`src/rtl/m2v_blkseq_if.sv`:
```
// Handshake bundle between header parser, block sequencer, VLD and the IDCT/side-info pipeline.
// The sequencer takes the slave view; whoever feeds headers and consumes block pulses takes the master view.
interface m2v_blkseq_if;
  logic       mb_valid;
  logic [5:0] mb_pattern;
  logic       mb_intra;
  logic       pic_end;
  logic       blk_ready;
  logic       vld_done;
  logic       block_start;
  logic       vld_start;
  logic [2:0] cur_block;
  logic       mb_ready;
  logic       mb_done;
  logic       pic_done;
  logic       busy;
  logic       err_overrun;
  logic       err_timeout;

  modport slave (
    input  mb_valid, mb_pattern, mb_intra, pic_end, blk_ready, vld_done,
    output block_start, vld_start, cur_block, mb_ready, mb_done, pic_done,
           busy, err_overrun, err_timeout
  );

  modport master (
    output mb_valid, mb_pattern, mb_intra, pic_end, blk_ready, vld_done,
    input  block_start, vld_start, cur_block, mb_ready, mb_done, pic_done,
           busy, err_overrun, err_timeout
  );
endinterface

```
`src/rtl/m2v_blkseq.sv`:
```
// MPEG-2 block sequencer: walks the 6 blocks of a macroblock, launches VLD on coded ones, flushes at picture end.
// Header to first block_start 2 cycles; each block (and the flush) stalls in a wait state while blk_ready=0.
module m2v_blkseq #(
  parameter int TMO_WIDTH = 12
) (
  input logic         clk,
  input logic         reset,
  m2v_blkseq_if.slave bus
);

  typedef enum logic [2:0] {
    IDLE,
    WAIT,
    ISSUE,
    DECODE,
    NEXT,
    FLUSH_WAIT,
    FLUSH
  } state_t;

  localparam logic [TMO_WIDTH-1:0] TMO_MAX  = '1;
  localparam logic [2:0]           LAST_BLK = 3'd5;

  state_t               state;
  state_t               state_nxt;
  logic [5:0]           pattern;
  logic [2:0]           blk_cnt;
  logic [TMO_WIDTH-1:0] wdog;
  logic                 pic_pend;
  logic                 err_overrun_q;
  logic                 err_timeout_q;
  logic                 mb_take;
  logic                 tmo_hit;

  // A header is taken in IDLE even if a flush is pending; the flush then follows the macroblock.
  assign mb_take = bus.mb_valid && (state == IDLE);
  // vld_done in the terminal-count cycle takes precedence over the timeout.
  assign tmo_hit = (state == DECODE) && !bus.vld_done && (wdog == TMO_MAX);

  always_comb begin
    state_nxt = state;
    case (state)
      IDLE: begin
        if (bus.mb_valid) begin
          state_nxt = WAIT;
        end else if (pic_pend) begin
          state_nxt = FLUSH_WAIT;
        end
      end
      WAIT: begin
        if (bus.blk_ready) begin
          state_nxt = ISSUE;
        end
      end
      ISSUE: begin
        state_nxt = pattern[5] ? DECODE : NEXT;
      end
      DECODE: begin
        if (bus.vld_done || tmo_hit) begin
          state_nxt = NEXT;
        end
      end
      NEXT: begin
        state_nxt = (blk_cnt == LAST_BLK) ? IDLE : WAIT;
      end
      FLUSH_WAIT: begin
        if (bus.blk_ready) begin
          state_nxt = FLUSH;
        end
      end
      FLUSH: begin
        state_nxt = IDLE;
      end
      default: begin
        state_nxt = IDLE;
      end
    endcase
  end

  always_ff @(posedge clk) begin
    if (reset) begin
      state <= IDLE;
    end else begin
      state <= state_nxt;
    end
  end

  always_ff @(posedge clk) begin
    if (reset) begin
      pattern <= '0;
      blk_cnt <= '0;
    end else if (mb_take) begin
      pattern <= bus.mb_intra ? 6'b111111 : bus.mb_pattern;
      blk_cnt <= '0;
    end else begin
      if (state == ISSUE) begin
        pattern <= {pattern[4:0], 1'b0};
      end
      if ((state == NEXT) && (blk_cnt != LAST_BLK)) begin
        blk_cnt <= blk_cnt + 3'd1;
      end
    end
  end

  // Holding the counter at zero outside DECODE gives a clean start on every entry.
  always_ff @(posedge clk) begin
    if (reset) begin
      wdog <= '0;
    end else if (state == DECODE) begin
      wdog <= wdog + 1'b1;
    end else begin
      wdog <= '0;
    end
  end

  // A pic_end arriving in the FLUSH cycle belongs to the next picture and is kept.
  always_ff @(posedge clk) begin
    if (reset) begin
      pic_pend <= 1'b0;
    end else if (state == FLUSH) begin
      pic_pend <= bus.pic_end;
    end else if (bus.pic_end) begin
      pic_pend <= 1'b1;
    end
  end

  always_ff @(posedge clk) begin
    if (reset) begin
      err_overrun_q <= 1'b0;
      err_timeout_q <= 1'b0;
    end else begin
      if (bus.mb_valid && (state != IDLE)) begin
        err_overrun_q <= 1'b1;
      end
      if (tmo_hit) begin
        err_timeout_q <= 1'b1;
      end
    end
  end

  assign bus.block_start = (state == ISSUE) || (state == FLUSH);
  assign bus.vld_start   = (state == ISSUE) && pattern[5];
  assign bus.cur_block   = blk_cnt;
  assign bus.mb_ready    = (state == IDLE) && !pic_pend && !bus.pic_end;
  assign bus.mb_done     = (state == NEXT) && (blk_cnt == LAST_BLK);
  assign bus.pic_done    = (state == FLUSH);
  assign bus.busy        = (state != IDLE);
  assign bus.err_overrun = err_overrun_q;
  assign bus.err_timeout = err_timeout_q;

  a_blk_range: assert property (@(posedge clk) disable iff (reset) blk_cnt <= LAST_BLK);
  a_vld_with_blk: assert property (@(posedge clk) disable iff (reset) bus.vld_start |-> bus.block_start);

endmodule
```
`src/flat_wrapper.sv`:
```
// flat-port wrapper written by rule: the top's interface ports become plain ports
module m2v_blkseq_flat 
#(
  parameter int TMO_WIDTH = 12
)
  (clk, reset, bus_mb_valid, bus_mb_pattern, bus_mb_intra, bus_pic_end, bus_blk_ready, bus_vld_done, bus_block_start, bus_vld_start, bus_cur_block, bus_mb_ready, bus_mb_done, bus_pic_done, bus_busy, bus_err_overrun, bus_err_timeout);
  m2v_blkseq_if bus_i ();
  input logic clk;
  input logic reset;
  input wire logic [$bits(bus_i.mb_valid)-1:0] bus_mb_valid;
  input wire logic [$bits(bus_i.mb_pattern)-1:0] bus_mb_pattern;
  input wire logic [$bits(bus_i.mb_intra)-1:0] bus_mb_intra;
  input wire logic [$bits(bus_i.pic_end)-1:0] bus_pic_end;
  input wire logic [$bits(bus_i.blk_ready)-1:0] bus_blk_ready;
  input wire logic [$bits(bus_i.vld_done)-1:0] bus_vld_done;
  output wire logic [$bits(bus_i.block_start)-1:0] bus_block_start;
  output wire logic [$bits(bus_i.vld_start)-1:0] bus_vld_start;
  output wire logic [$bits(bus_i.cur_block)-1:0] bus_cur_block;
  output wire logic [$bits(bus_i.mb_ready)-1:0] bus_mb_ready;
  output wire logic [$bits(bus_i.mb_done)-1:0] bus_mb_done;
  output wire logic [$bits(bus_i.pic_done)-1:0] bus_pic_done;
  output wire logic [$bits(bus_i.busy)-1:0] bus_busy;
  output wire logic [$bits(bus_i.err_overrun)-1:0] bus_err_overrun;
  output wire logic [$bits(bus_i.err_timeout)-1:0] bus_err_timeout;
  assign bus_i.mb_valid = bus_mb_valid;
  assign bus_i.mb_pattern = bus_mb_pattern;
  assign bus_i.mb_intra = bus_mb_intra;
  assign bus_i.pic_end = bus_pic_end;
  assign bus_i.blk_ready = bus_blk_ready;
  assign bus_i.vld_done = bus_vld_done;
  assign bus_block_start = bus_i.block_start;
  assign bus_vld_start = bus_i.vld_start;
  assign bus_cur_block = bus_i.cur_block;
  assign bus_mb_ready = bus_i.mb_ready;
  assign bus_mb_done = bus_i.mb_done;
  assign bus_pic_done = bus_i.pic_done;
  assign bus_busy = bus_i.busy;
  assign bus_err_overrun = bus_i.err_overrun;
  assign bus_err_timeout = bus_i.err_timeout;
  m2v_blkseq #(.TMO_WIDTH(TMO_WIDTH)) u_core (.clk(clk), .reset(reset), .bus(bus_i));
endmodule
```
`config.mk`:
```
export PLATFORM = sky130hd
export DESIGN_NAME = m2v_blkseq_flat
export DESIGN_NICKNAME = d
export VERILOG_FILES = /design/src/rtl/m2v_blkseq_if.sv /design/src/rtl/m2v_blkseq.sv /design/src/flat_wrapper.sv
export SDC_FILE = /design/constraint.sdc
export NUM_CORES = 1
export LEC_CHECK = 0
export BUFFER_PORTS_ARGS = -buffer_cell sky130_fd_sc_hd__buf_2
export CORE_MARGIN = 8
export CORE_UTILIZATION = 49
export DETAILED_ROUTE_END_ITERATION = 7
export HOLD_SLACK_MARGIN = 0.12
export PLACE_DENSITY = 0.83
export REMOVE_ABC_BUFFERS = 1
export SETUP_SLACK_MARGIN = 0.3
export SLEW_MARGIN = 15
export SYNTH_ARGS = -nofsm -noshare
export SYNTH_HDL_FRONTEND = slang
export SYNTH_SLANG_ARGS = --single-unit
```
`constraint.sdc`:
```
create_clock -name clk -period 1.45 [get_ports clk]
set_input_delay 0.0725 -clock clk [delete_from_list [all_inputs] [get_ports clk]]
set_output_delay 0.0725 -clock clk [all_outputs]
set_load 0.02 [all_outputs]
```
==> impl_metrics.json, run 1 <==
{
  "run_status": "finished with violations",
  "violations": "negative setup slack",
  "port_buffers": 23,
  "die_area_sq_um": 4600,
  "leakagePower_nw": 0.906,
  "fin_cells": 244,
  "start_kind": "flop",
  "ys.flop_type": "dfxtp_1",
  "synth_top_area_share_pct": 41.1,
  "wl_met1_mm": 2.00,
  "antenna_found_initial": 0,
  "clkTransAtPathRegs_ps": 170,
  "antenna_cells": 0,
  "synthArstFlopShare_pct": 0,
  "die_y_microns": 67.8,
  "wirelength_mm": 5.19,
  "grt_first_pass_wirelength_mm": 6.71,
  "setup_tns_ps": -517,
  "overflow": 0,
  "critical-path-max-stage-delay_ps": 530,
  "finalHoldViolations": 0,
  "nNetsFinal": 231,
  "critPathKind": "flop to flop",
  "area_growth_pct": 68.2,
  "yosys_warnings": 0,
  "met3WireLength_microns": 266,
  "finClkSkew_ps": 9.22,
  "syn-mean-instance-area_sq_um": 9.20,
  "yosysTopAreaCell": "dfxtp_1",
  "drtIter0Drc": 144,
  "max_cap_viol_count": 0,
  "cp-end-kind": "flop",
  "hp-class": "input port to flop",
  "ys_ff_latch": 27,
  "crit_top_cell": "a211oi_2",
  "die_x_microns": 67.8,
  "power_density_nw_per_um2": 1450,
  "netlist_area_sq_um": 1320,
  "postRouteAntennaNets": 0,
  "start_util_pct": 52.2,
  "path_max_fanout": 6,
  "cts_tree": "built",
  "ys_top_cells_by_area": "dfxtp_1 41%, nor2_1 5.4%, xor2_1 4.7%",
  "setup_viol": 10,
  "via_per_inst": 5.84,
  "cts_max_path_buffers": 2,
  "io_pins": 24,
  "numCtsBuffers": 3,
  "gp_congestion": 0.935,
  "yosysMostFrequentCell": "dfxtp_1",
  "ir_drop_mv": 1.44,
  "period_share_pct": 105,
  "firstDrtPassIters": 6,
  "gr-usage-all-layers_pct": 19.0,
  "row_count": 18,
  "yosys-top-cells-count": "27 x dfxtp_1, 19 x nor2_1, 12 x nor3_1",
  "crit_chain": "or4_4, a21oi_4, a211oi_2, a211oi_2",
  "dp_cells": 202,
  "drc": 0,
  "crit_arrival_ps": 1800,
  "min_period_ps": 1530,
  "top_layer_used": "met4",
  "core_region_area_sq_um": 2520,
  "total_power_mw": 3.22,
  "whs_ps": 163,
  "grt_pass1_vias": 1434,
  "postSynthCellCount": 143,
  "grt_max_degree": 17,
  "drive_gt1_share_pct": 60.7,
  "fin_ws_ps": -75.9,
  "clk_latency_ps": 360,
  "htreeDepth": 1,
  "synth_cell_types": 39,
  "dp_hpwl_mm": 2.14,
  "clockRootBuffer": "clkbuf_4",
  "rsz0062_at_grt": "true",
  "wl_met2_mm": 2.70,
  "critical_path.slowest_cell": "or4_4",
  "max_slew_margin_pct": 76.9,
  "route.vias.total": 1425,
  "ys_seq_area_share_pct": 41.1,
  "maxClockFrequency_mhz": 655,
  "worst_slew_pin_slew_ps": 344,
  "clkSinkCount": 27,
  "report.final.slew_viol_count": 0,
  "wl_per_cell_microns": 21.3,
  "synth-edff-count": 0,
  "required_ps": 1730
}
registers in the layout, summed over array words and instances (netlist names):
name / count
u_core.wdog: 12
u_core.pattern: 6
u_core.bus.cur_block: 3
u_core.state: 3
u_core.bus.err_overrun: 1
u_core.bus.err_timeout: 1
u_core.pic_pend: 1
path summary, 6_finish.rpt:
check	from	end	slack (ps)	cells after the start
worst min register to register	u_core.pattern[0]	u_core.pattern[0]	540	2
worst max-delay path	u_core.state[2]	u_core.state[0]	-80	4
worst max register to register	u_core.state[2]	u_core.state[0]	-80	4
worst min-delay path	bus_mb_valid	u_core.pattern[2]	160	4
layout by cell type (no fill, tap or decap), types with 2 or more instances in the layout:
| master | count |
|---|---|
| dfxtp_2 | 6 |
| buf_4 | 25 |
| or2b_4 | 2 |
| nand2_1 | 3 |
| clkbuf_4 | 3 |
| a21oi_1 | 2 |
| xnor2_1 | 4 |
| a211oi_2 | 5 |
| nand3_1 | 2 |
| nor3_2 | 5 |
| or2_4 | 2 |
| nor2_1 | 11 |
| dfxtp_1 | 15 |
| xor2_1 | 7 |
| nand3_2 | 2 |
| nand2_2 | 3 |
| nor3_1 | 5 |
| inv_1 | 3 |
| dfxtp_4 | 6 |
| mux2i_1 | 5 |
| nor3_4 | 2 |
| and2_4 | 3 |
| buf_6 | 19 |
| nor2_4 | 2 |
| nand2_4 | 2 |
| nor2_2 | 6 |
| dlygate4sd3_1 | 11 |
| nand4_1 | 2 |
| a21oi_2 | 3 |
| nand3b_1 | 2 |
| a211oi_1 | 3 |
| buf_2 | 17 |
| nor3b_4 | 2 |
area by class of cell:
class	count	area, sq um
clock buffers	3	22.5
clock inverters	1	7.51
fillers	117	309
inverters	5	21.3
multi-input cells	106	957
flip-flops and latches	27	571
well taps	30	37.5
repair buffers	72	597
worst max-delay path, delay by kind of cell, from the launching register on:
| kind | cells | cell delay, ps |
|---|---|---|
| AOI/OAI and AO/OA | 3 | 520 |
| DFF | 1 | 410 |
| and+or+nand+nor | 1 | 530 |
routing by layer:
layer	up-vias	global-route usage [%]
li1	642	-
met1	700	20.3
met2	65	34.2
met3	18	4.25
met4	0	10.2
met5	-	0
power by group:
part	internal [mW]	switching (mW)
sequential	0.872	0.154
combinational	0.980	0.840
clock	0.106	0.266
cells by family after synthesis:
kind of cell             after synthesis  synth area share (%)
AO/OA/AOI/OAI                         19                  11.2
adder cells (fa/ha/maj)                3                  2.85
flip-flops                            27                  41.1
AND/OR/NAND/NOR                       66                  28.0
XOR/XNOR                              12                  7.98
buffers and inverters                 11                  5.04
multiplexers                           5                  3.80
per-stage QoR:
| stage | cell area (sq um) | util, % | setup slack [ps] |
|---|---|---|---|
| 3_3_place_gp | 1510 | 59.9 | 38.9 |
| 5_1_grt | 2210 | 87.7 | -119 |
| 2_1_floorplan | 1270 | - | -107 |
| 4_1_cts | 1950 | 77.5 | -36.8 |
| 3_5_place_dp | 1510 | 59.9 | -24.9 |
| 6_report | 2210 | 87.7 | -75.9 |
what timing repair did:
action                     CTS  global route
pin swaps                   23            31
hold buffers                11             0
hold endpoints to repair    22             0
gates resized for setup     60            44
setup buffers               14            11
setup endpoints to repair   33            33
cloned                       0             2
Note: power is estimated with default switching activity, not from simulation.
==> run 2, diff against run 1 <==
--- a/config.mk
+++ b/config.mk
@@ -7,10 +7,10 @@
 export LEC_CHECK = 0
 export BUFFER_PORTS_ARGS = -buffer_cell sky130_fd_sc_hd__buf_2
 export CORE_MARGIN = 8
-export CORE_UTILIZATION = 49
+export CORE_UTILIZATION = 25
 export DETAILED_ROUTE_END_ITERATION = 7
 export HOLD_SLACK_MARGIN = 0.12
-export PLACE_DENSITY = 0.83
+export PLACE_DENSITY = 0.53
 export REMOVE_ABC_BUFFERS = 1
 export SETUP_SLACK_MARGIN = 0.3
 export SLEW_MARGIN = 15
==> run 2 against run 1 <==
- via count shrank 16%
- highest routed layer unchanged
- critical path type unchanged
- the flow now finishes without violations
- core utilization decreased by 47 points
- routed wire length is 36% lower
- power decreased by 7.8%
- first-iteration DRC count is 74% lower
- worst setup slack better by 120 ps
- hold slack worse by 35 ps
- global-route usage is 11 points lower
- die area rose by 70%
- combinational power decreased by 16%
==> impl_metrics.json, run 2 (synthesis gave the netlist of run 1 again) <==
{
  "crit_chain": "or4_4, a21oi_4, o31ai_1, and3b_1",
  "clkSinkCount": 27,
  "combPwrFrac_pct": 51.1,
  "maxClockFrequency_mhz": 712,
  "top_layer_used": "met4",
  "antenna_found_initial": 0,
  "grt_first_pass_wirelength_mm": 5.22,
  "antenna_cells": 0,
  "drc": 0,
  "drive_gt1_share_pct": 58.2,
  "dpl_cell_area_sq_um": 1610,
  "start_util_pct": 25.8,
  "r2r_cells": 4,
  "postRouteAntennaNets": 0,
  "wl_met2_mm": 1.63,
  "p_int_mw": 1.92,
  "rsz0062_at_grt": "true",
  "run_status": "finished, final reports clean",
  "leakagePower_nw": 0.791,
  "grt_max_degree": 17,
  "swShare_pct": 35.4,
  "dp_cells": 248,
  "multiInputGateArea_sq_um": 913,
  "max_cap_viol_count": 0,
  "cts_tree": "built",
  "setup_viol": 0,
  "dp_slack_ps": 19.3,
  "htreeDepth": 1,
  "hp-class": "input port to flop",
  "drtIter0Drc": 38,
  "ir_drop_mv": 0.700,
  "clockRootBuffer": "clkbuf_8",
  "final_common_cell": "buf_4",
  "grt_pass1_vias": 1161,
  "switchingPower_mw": 1.05,
  "clk_latency_ps": 270,
  "port_buffers": 23,
  "die_area_sq_um": 7840,
  "largest-register": "u_core.wdog",
  "final_area_sq_um": 2090,
  "finClkSkew_ps": 1.91,
  "ff_latch_area_sq_um": 563,
  "critical-path-max-stage-delay_ps": 530,
  "min_period_ps": 1410,
  "wirelength_mm": 3.35,
  "wl_met1_mm": 1.57,
  "top_regs": "u_core.wdog x12, u_core.pattern x6",
  "critPathKind": "flop to flop",
  "overflow": 0,
  "max_slew_margin_pct": 79.1,
  "hp-start": "bus_mb_pattern[1]",
  "largest_reg_flops": 12,
  "r2r-end": "u_core.state[2]",
  "report.final.slew_viol_count": 0,
  "clkTransAtPathRegs_ps": 100,
  "dp_hpwl_mm": 2.18,
  "fin_cells": 271,
  "gr-usage-all-layers_pct": 8.29,
  "nNetsFinal": 218,
  "whs_path_depth": 3,
  "period_share_pct": 96.9,
  "worst_slew_pin_slew_ps": 313,
  "numCtsBuffers": 3,
  "met3WireLength_microns": 106,
  "start_kind": "flop",
  "clkPwrFrac_pct": 14.7,
  "fin_ws_ps": 44.7,
  "most-common-layout-cells": "25 x buf_4, 17 x buf_2, 15 x dfxtp_1",
  "r2r-start": "u_core.pic_pend",
  "hold_path_end": "u_core.pattern[1]",
  "row_count": 26,
  "via_per_inst": 4.41,
  "die_y_microns": 88.6,
  "fillers": 501,
  "required_ps": 1620,
  "whs_ps": 127,
  "critical_path.slowest_cell": "or4_4",
  "firstDrtPassIters": 4,
  "crit_arrival_ps": 1570,
  "cp-end-kind": "flop",
  "path_max_fanout": 4,
  "wl_per_cell_microns": 12.4,
  "die_x_microns": 88.6,
  "io_pins": 24,
  "power_frac_seq_pct": 34.2,
  "finalHoldViolations": 0,
  "core_region_area_sq_um": 5110,
  "area_growth_pct": 59.0,
  "cts_max_path_buffers": 2,
  "power_density_nw_per_um2": 1420,
  "route.vias.total": 1194,
  "reg2reg_slack_ps": 40,
  "fin_util_pct": 41.0,
  "gp_congestion": 0.812
}
run 2: changes by cell type in the layout (fill, tap and decap cells not counted), moves of 3 or more:
cell           previous run  this run
dfxtp_4                   6         3
clkbuf_8                  0         3
dlygate4sd3_1            11         4
dfxtp_2                   6         9
clkbuf_4                  3         0
buf_6                    19        13
nor3_1                    5         8
run 2: area by class of cell:
cell class              instances  area share (%)
multi-input cells             106            43.6
well taps                      70            4.18
inverters                       5            1.02
flip-flops and latches         27            26.9
clock buffers                   3            1.97
repair buffers                 59            21.9
clock inverters                 1           0.359
run 2: metrics by stage:
stage	total power [mW]	setup TNS, ps
after floorplan	1.54	-107
after global placement	1.91	0
after detailed placement	1.91	0
after CTS	2.70	0
after global routing	3.14	-47.3
final	2.97	0
run 2: how the worst max path moves through the flow:
stage | from | end | slack [ps] | depth (start not counted)
detailed placement | u_core.wdog[0] | u_core.state[1] | 20 | 5
finish | u_core.pic_pend | u_core.state[2] | 40 | 4
CTS | u_core.state[0] | u_core.state[2] | 30 | 4
floorplan | u_core.state[1] | u_core.state[1] | -110 | 4
global placement | u_core.state[2] | u_core.state[2] | 40 | 4
global route | u_core.state[0] | bus_vld_start | -20 | 4
run 2: per-layer routing:
metal  track usage, %  up-vias
met5                0        -
met1             9.97      558
met4             3.23        0
met3             1.49        2
met2             14.2       19
li1                 -      615
run 2: timing repair:
item	4_1_cts	5_1_grt
gates resized for setup	43	39
gates cloned	0	1
hold buffers	4	0
pin swaps	18	27
setup buffers	7	7
setup endpoints to repair	33	33
endpoints found under the hold margin	4	0
run 2: critical path: cells and delay by family, from the launching register on:
| family | cells | cell delay (ps) |
|---|---|---|
| AO/OA/AOI/OAI | 2 | 260 |
| flip-flops | 1 | 360 |
| AND/OR/NAND/NOR | 2 | 690 |
run 2: power groups by stage:
stage          clock network (mW)  logic (mW)  registers (mW)
2_1_floorplan                   0       0.519            1.02
3_3_place_gp                    0       0.937           0.974
3_5_place_dp                    0       0.933           0.977
4_1_cts                     0.460        1.24           0.996
5_1_grt                     0.487        1.62            1.03
6_report                    0.437        1.52            1.01
